--- src/rtl/dque_issue_scheduler.sv ---
// Decode-queue consumer: pulls 2-wide bundles by request/ack, holds one, dual-issues or splits on RAW.
// Latency: bundle visible on o_issue the cycle after the acked request (1 cycle).
// Backpressure: i_ex_ready=0 freezes buffer/state/o_issue and suppresses the pop request.
//
// Ports: i_clk/i_rstn (async active-low), decode-queue handshake (i_dque_sch_ready,
// i_dque_sch_ack, i_decode, o_sch_dque_request), execute lanes (i_ex_ready, o_issue,
// o_issue_valid), i_flush (sync), o_split_cnt (saturating hazard-split count).

package dque_pkg;
    typedef struct packed {
        logic        valid;
        logic        rd_wren;
        logic [4:0]  rd_addr;
        logic [4:0]  rs1_addr;
        logic [4:0]  rs2_addr;
        logic [31:0] instr;
    } decode_t;
endpackage

module dque_issue_scheduler
    import dque_pkg::*;
#(
    parameter int CNT_W = 16
) (
    input  logic                i_clk,
    input  logic                i_rstn,
    input  logic                i_dque_sch_ready,
    input  logic                i_dque_sch_ack,
    input  decode_t [1:0]       i_decode,
    output logic                o_sch_dque_request,
    input  logic                i_ex_ready,
    input  logic                i_flush,
    output decode_t [1:0]       o_issue,
    output logic [1:0]          o_issue_valid,
    output logic [CNT_W-1:0]    o_split_cnt
);

    typedef enum logic [1:0] {
        S_EMPTY = 2'd0,
        S_FULL  = 2'd1,
        S_HEAD  = 2'd2,
        S_TAIL  = 2'd3
    } state_t;

    state_t             state;
    decode_t            buf0;
    decode_t            buf1;
    logic [CNT_W-1:0]   split_cnt;
    logic               haz;
    logic               will_empty;
    logic               load;

    // Younger slot reads the older slot's destination; x0 writes never create a dependency.
    assign haz = buf1.valid & buf0.valid & buf0.rd_wren & (buf0.rd_addr != 5'd0)
               & ((buf0.rd_addr == buf1.rs1_addr) | (buf0.rd_addr == buf1.rs2_addr));

    // Request in the cycle the buffer drains so a new bundle lands with no bubble.
    assign will_empty = (state == S_EMPTY)
                      | (i_ex_ready & (((state == S_FULL) & ~haz)
                                       | (state == S_HEAD)
                                       | (state == S_TAIL)));

    assign o_sch_dque_request = i_rstn & ~i_flush & i_dque_sch_ready & will_empty;
    assign load               = i_dque_sch_ack & o_sch_dque_request;
    assign o_split_cnt        = split_cnt;

    // Lane drive depends only on registered state/buffer, so outputs are glitch-free of inputs.
    always_comb begin
        o_issue       = '0;
        o_issue_valid = 2'b00;
        case (state)
            S_FULL: begin
                o_issue[0] = buf0;
                if (haz) begin
                    o_issue_valid = 2'b01;
                end else begin
                    o_issue[1]    = buf1;
                    o_issue_valid = 2'b11;
                end
            end
            S_HEAD: begin
                o_issue[0]    = buf0;
                o_issue_valid = 2'b01;
            end
            S_TAIL: begin
                // Younger instruction moves to lane0 so lane1 is never valid alone.
                o_issue[0]    = buf1;
                o_issue_valid = 2'b01;
            end
            default: begin
                o_issue       = '0;
                o_issue_valid = 2'b00;
            end
        endcase
    end

    always_ff @(posedge i_clk or negedge i_rstn) begin
        if (!i_rstn) begin
            state     <= S_EMPTY;
            buf0      <= '0;
            buf1      <= '0;
            split_cnt <= '0;
        end else if (i_flush) begin
            state      <= S_EMPTY;
            buf0.valid <= 1'b0;
            buf1.valid <= 1'b0;
        end else if (load) begin
            // Captured slot valids pick the next state, overriding the drain transition.
            buf0 <= i_decode[0];
            buf1 <= i_decode[1];
            case ({i_decode[1].valid, i_decode[0].valid})
                2'b11:   state <= S_FULL;
                2'b01:   state <= S_HEAD;
                2'b10:   state <= S_TAIL;
                default: state <= S_EMPTY;
            endcase
        end else if (i_ex_ready) begin
            case (state)
                S_FULL: begin
                    if (haz) begin
                        state <= S_TAIL;
                        if (~&split_cnt) begin
                            split_cnt <= split_cnt + CNT_W'(1);
                        end
                    end else begin
                        state <= S_EMPTY;
                    end
                end
                S_HEAD:  state <= S_EMPTY;
                S_TAIL:  state <= S_EMPTY;
                default: state <= S_EMPTY;
            endcase
        end
    end

endmodule

--- config.mk ---
export PLATFORM = sky130hd
export DESIGN_NAME = dque_issue_scheduler
export DESIGN_NICKNAME = d
export VERILOG_FILES = /design/src/rtl/dque_issue_scheduler.sv
export SDC_FILE = /design/constraint.sdc
export NUM_CORES = 1
export LEC_CHECK = 0
export CELL_PAD_IN_SITES_DETAIL_PLACEMENT = 0
export CELL_PAD_IN_SITES_GLOBAL_PLACEMENT = 2
export CORE_ASPECT_RATIO = 1.4
export CORE_MARGIN = 3
export CORE_UTILIZATION = 30
export CTS_CLUSTER_DIAMETER = 80
export CTS_CLUSTER_SIZE = 30
export DETAILED_ROUTE_END_ITERATION = 8
export PLACE_DENSITY = 0.89
export SYNTH_ARGS = -nofsm -noshare
export SYNTH_HDL_FRONTEND = slang
export SYNTH_SLANG_ARGS = --single-unit
--- constraint.sdc ---
create_clock -name i_clk -period 4.6 [get_ports i_clk]
set_input_delay 0.92 -clock i_clk [delete_from_list [all_inputs] [get_ports i_clk]]
set_output_delay 0.92 -clock i_clk [all_outputs]
set_load 0.03 [all_outputs]
# Yosys cells after proc, flatten, opt, wreduce, memory -nomap -nowiden
# Cells that the tools add are included.
# totals
reg_bits,116
inputBits,104
out_inout_bits,117
elab_cells,65
# classes
addsub,1
n_eq_ne,8
mux,15
n_bitwise,18
n_reduce_logical,9
# op_table
op,n
$mux W49,4
$pmux W49 S2,1
$add A16 B1 Y16 const B,1
$reduce_and A16 Y1,1
$mux W2,6
$and A1 B1 Y1,10
$eq A5 B5 Y1,2
$eq A2 B2 Y1 const B,4
$pmux W2 S3,1
$reduce_and A6 Y1,1
$reduce_bool A5 Y1,1
$eq A2 B1 Y1 const B,2
$not A1 Y1,4
$or A1 B1 Y1,4
$pmux W2 S2,1
$reduce_or A2 Y1,2
$reduce_bool A3 Y1,1
$logic_not A2 Y1,1
$mux W1,2
$reduce_and A2 Y1,1
$reduce_bool A2 Y1,1

# Longest topological paths before layout
# depth
word_depth,14
depth_mapped,11
mapped_depth_nobuf,8

# Least setup slack after synthesis
# No wires, ideal clock.
# synth_path
kind,reg2out
start,register buf0[43] (netlist bit)
end,output o_sch_dque_request
arrival_ns,2.618
t_required_ns,3.680
path_slack_ns,1.062
stages_incl_launch_ff,6
path_buffers,0
cell_sequence,dfrtp_1 or4_4 o21a_1 a21boi_0 nor2_1 nor4_1
# synth_via
elab_chain_len,10
elab_cells_between_ends,13
cone_classes,2 x eq/ne; 10 x bitwise; 1 x reduce/logical
# synth_lines
item,line,text
from (decl),46,decode_t buf0;
from (signal assigned),109,buf0 <= i_decode[0];
$eq A5 B5 Y1 or $reduce_bool A5 Y1 (tied branches),"55, 54",
$or A1 B1 Y1 or $and A1 B1 Y1 (tied branches),"55, 54",
$and A1 B1 Y1 *,55,& ((buf0.rd_addr == buf1.rs1_addr) | (buf0.rd_addr == buf1.rs2_addr));
$not A1 Y1 *,59,| (i_ex_ready & (((state == S_FULL) & ~haz)
$and A1 B1 Y1 *,59,
$or A1 B1 Y1 *,60,| (state == S_HEAD)
$or A1 B1 Y1 *,61,| (state == S_TAIL)));
$and A1 B1 Y1 *,59,
$or A1 B1 Y1 *,59,
$and A1 B1 Y1 *,63,assign o_sch_dque_request = i_rstn & ~i_flush & i_dque_sch_ready & will_empty;
to (decl),30,"output logic o_sch_dque_request,"
# Mark *: on every way between the ends. The rest lies on a longest branch, timed or not.

# Worst setup path after layout
# Same ends and word-level chain as after synthesis.

==> impl_metrics.tcl <==
set metrics [dict create \
    status "finished clean" \
    cts_made_buffers 17 \
    synthCells 504 \
    syn-mean-instance-area_um2 11.8 \
    cts_sinks 116 \
    synthDistinctLibCells 34 \
    synth-seq-cells 116 \
    timing.final.crit_period_ns 4.13 \
    core_area_um2 19400 \
    cts_buffer_depth 2 \
    track_usage_pct 17.7 \
    worstPathRequired_ns 3.68 \
    pin_count 221 \
    drc 0 \
    critPathKind "flip-flop to output port" \
    finalWorstSetupSlack_ns 0.474 \
    die_h_um 173 \
    start_kind "flip-flop" \
    drv_cap 0 \
    place_ws_ns 0.883 \
    ctsResizeCount 0 \
    power_density_nw_per_um2 384 \
    fillers 1807 \
    power_mw 3.47 \
    worstPathArrival_ns 3.21 \
    clock_skew_ns 0.0104 \
    slew_headroom_pct 35.5 \
    drive_above_1_share_pct 20.4 \
    nets 833 \
    netlist_area_um2 5970 \
    grt_pass1_wl_um 30200 \
    multi_input_comb_area_um2 2880 \
    rows 60 \
    grt_pass1_vias 5293 \
    htreeDepth 4 \
    initial_core_util_pct 30.8 \
    vias 4792 \
    gp_congestion 0.797 \
    grt_overflow 0 \
    drv_slew 0 \
    detail_route.wl_per_cell_um 19.2 \
    drt_iter0_drc 265 \
    clock_latency_ns 0.41 \
    fin_util_pct 46.6 \
    grt_max_degree 73 \
    yosysWarnings 0 \
    finalHoldViolCount 0 \
    antenna_found_initial 0 \
    syn_nets 616 \
    cp_max_fo 27 \
    hp-class "flip-flop to flip-flop" \
    vias_per_cell 4.88 \
    fin_crit_sh_pct 89.7 \
    p_leak_nw 3.83 \
    die_x_um 125 \
    crit_path_end_kind "output port" \
    hpwl_um 13600 \
    cts_hold_buffers 0 \
    die-area_um2 21600 \
    root_buffer "clkbuf_16" \
    totalWireLength_um 18900 \
    synth-seq-area-share_pct 48.6 \
    seq_area_um2 2900 \
    worst_slew_pin_slew_ns 0.968 \
    post_cts_buffers 0 \
    dr.pass1.iters 4 \
    port-buffer-count 220 \
    fmax_mhz 242 \
    rsz0062_at_grt "false" \
    num_antenna_cells 0 \
    syn2layout_area_growth_pct 51.3 \
    setup_tns_ns 0 \
    whs_ns 0.508 \
    setup_viol 0 \
    cts_tree "yes" \
    clkSlewWorstSetupHoldPaths_ns 0.06 \
    peakVddDrop_uv 204 \
    antenna_left 0 \
]
logic make-up after synthesis:
group                    count (synthesis)  synth area share (%)
AO/OA/AOI/OAI                           60                  7.51
XOR/XNOR                                25                  3.67
adder cells (fa/ha/maj)                  8                  1.68
buffers and inverters                   41                  3.58
flip-flops                             116                  48.6
multiplexers                            97                  21.6
AND/OR/NAND/NOR                        157                  13.4
through the flow:
stage / std cells / instance area, um^2
2_1_floorplan: 504 / 5970
3_3_place_gp: 950 / 8420
3_5_place_dp: 950 / 8420
4_1_cts: 982 / 9030
5_1_grt: 982 / 9030
6_report: 982 / 9030
synthesized netlist by cell type (all sizes together):
library cell | number | share of area (%)
dfrtp | 116 | 49
mux2 | 97 | 22
nor2 | 59 | 3.7
and2 | 50 | 5.2
a22oi | 49 | 6.2
clkbuf | 17 | 1.1
buf | 16 | 2.0
xnor2 | 14 | 2.1
nand2 | 11 | 0.69
xor2 | 11 | 1.6
nand3 | 10 | 0.84
ha | 8 | 1.7
inv | 8 | 0.50
nor3 | 8 | 0.67
nand3b | 4 | 0.50
nand4 | 4 | 0.42
nor4 | 4 | 0.42
o21ai | 4 | 0.40
and3 | 3 | 0.31
a31oi | 2 | 0.21
a2111oi | 1 | 0.25
a21boi | 1 | 0.13
a21o | 1 | 0.13
nor4b | 1 | 0.15
o21a | 1 | 0.13
o22ai | 1 | 0.10
or2 | 1 | 0.10
or3 | 1 | 0.10
or4 | 1 | 0.19
critical path, cell delays in order, from the launching register on:
cell,delay (ns)
dfrtp_1,0.45
or4_4,0.58
o21a_1,0.23
a21boi_4,0.16
buf_4,0.28
nor2_1,0.09
nor4_1,0.28
clkdlybuf4s50_1,0.72
cell type report:
| cell class | instances | share of cell area (%) |
|---|---|---|
| clock buffers | 18 | 4.86 |
| repair buffers | 231 | 25.4 |
| flip-flops and latches | 116 | 32.1 |
| multi-input cells | 347 | 31.9 |
| clock inverters | 14 | 1.95 |
| well taps | 248 | 3.44 |
| inverters | 8 | 0.333 |
per-layer routing:
layer	track usage, %	share of wire (%)	up-vias
met5	0	0	-
met4	5.83	2.2	0
met1	21.1	40	2420
met3	4.39	4.7	27
li1	-	-	2199
met2	31.0	53	146
state kept, by name, indices dropped and copies added (netlist names):
| register | cells |
|---|---|
| buf0 | 49 |
| buf1 | 49 |
| o_split_cnt | 16 |
| state | 2 |
cells in the final DEF, fill, tap and decap left out, types with 3 or more instances in the layout:
cell type / Yosys / final
xor2_1: 11 / 11
bufinv_16: 0 / 3
nor2_1: 59 / 59
and3_1: 3 / 3
dfrtp_1: 116 / 116
nand3_1: 10 / 10
inv_1: 8 / 8
nand3b_1: 4 / 4
a22oi_1: 49 / 49
mux2_4: 52 / 52
clkbuf_16: 0 / 17
nor3_1: 8 / 8
buf_4: 0 / 11
o21ai_0: 3 / 3
clkinv_4: 0 / 4
and2_1: 50 / 50
nand2_1: 11 / 11
inv_6: 0 / 3
ha_2: 0 / 3
nor4_1: 4 / 4
mux2_2: 45 / 45
xnor2_1: 14 / 14
ha_1: 8 / 5
clkdlybuf4s50_1: 0 / 219
nand4_1: 4 / 4
power breakdown:
part / switching [mW] / total [mW] / internal [mW]
logic: 0.239 / 0.661 / 0.422
clock network: 0.501 / 1.37 / 0.872
registers: 0.188 / 1.44 / 1.25
total: 0.928 / 3.47 / 2.54
path summary, 6_finish.rpt:
| check | depth (start not counted) | end | slack (ns) | startpoint |
|---|---|---|---|---|
| max | 7 | o_sch_dque_request | 0.47 | buf0[43] |
| min | 1 | buf0[1] | 0.51 | buf0[1] |
| max reg2reg | 6 | buf1[45] | 1.52 | state[0] |
| min reg2reg | 1 | buf0[1] | 0.51 | buf0[1] |
| max in group asynchronous | 3 | buf0[16] | 2.56 | i_rstn |
| min in group asynchronous | 2 | buf0[34] | 0.63 | i_rstn |
(Power assumes the default switching activity.)
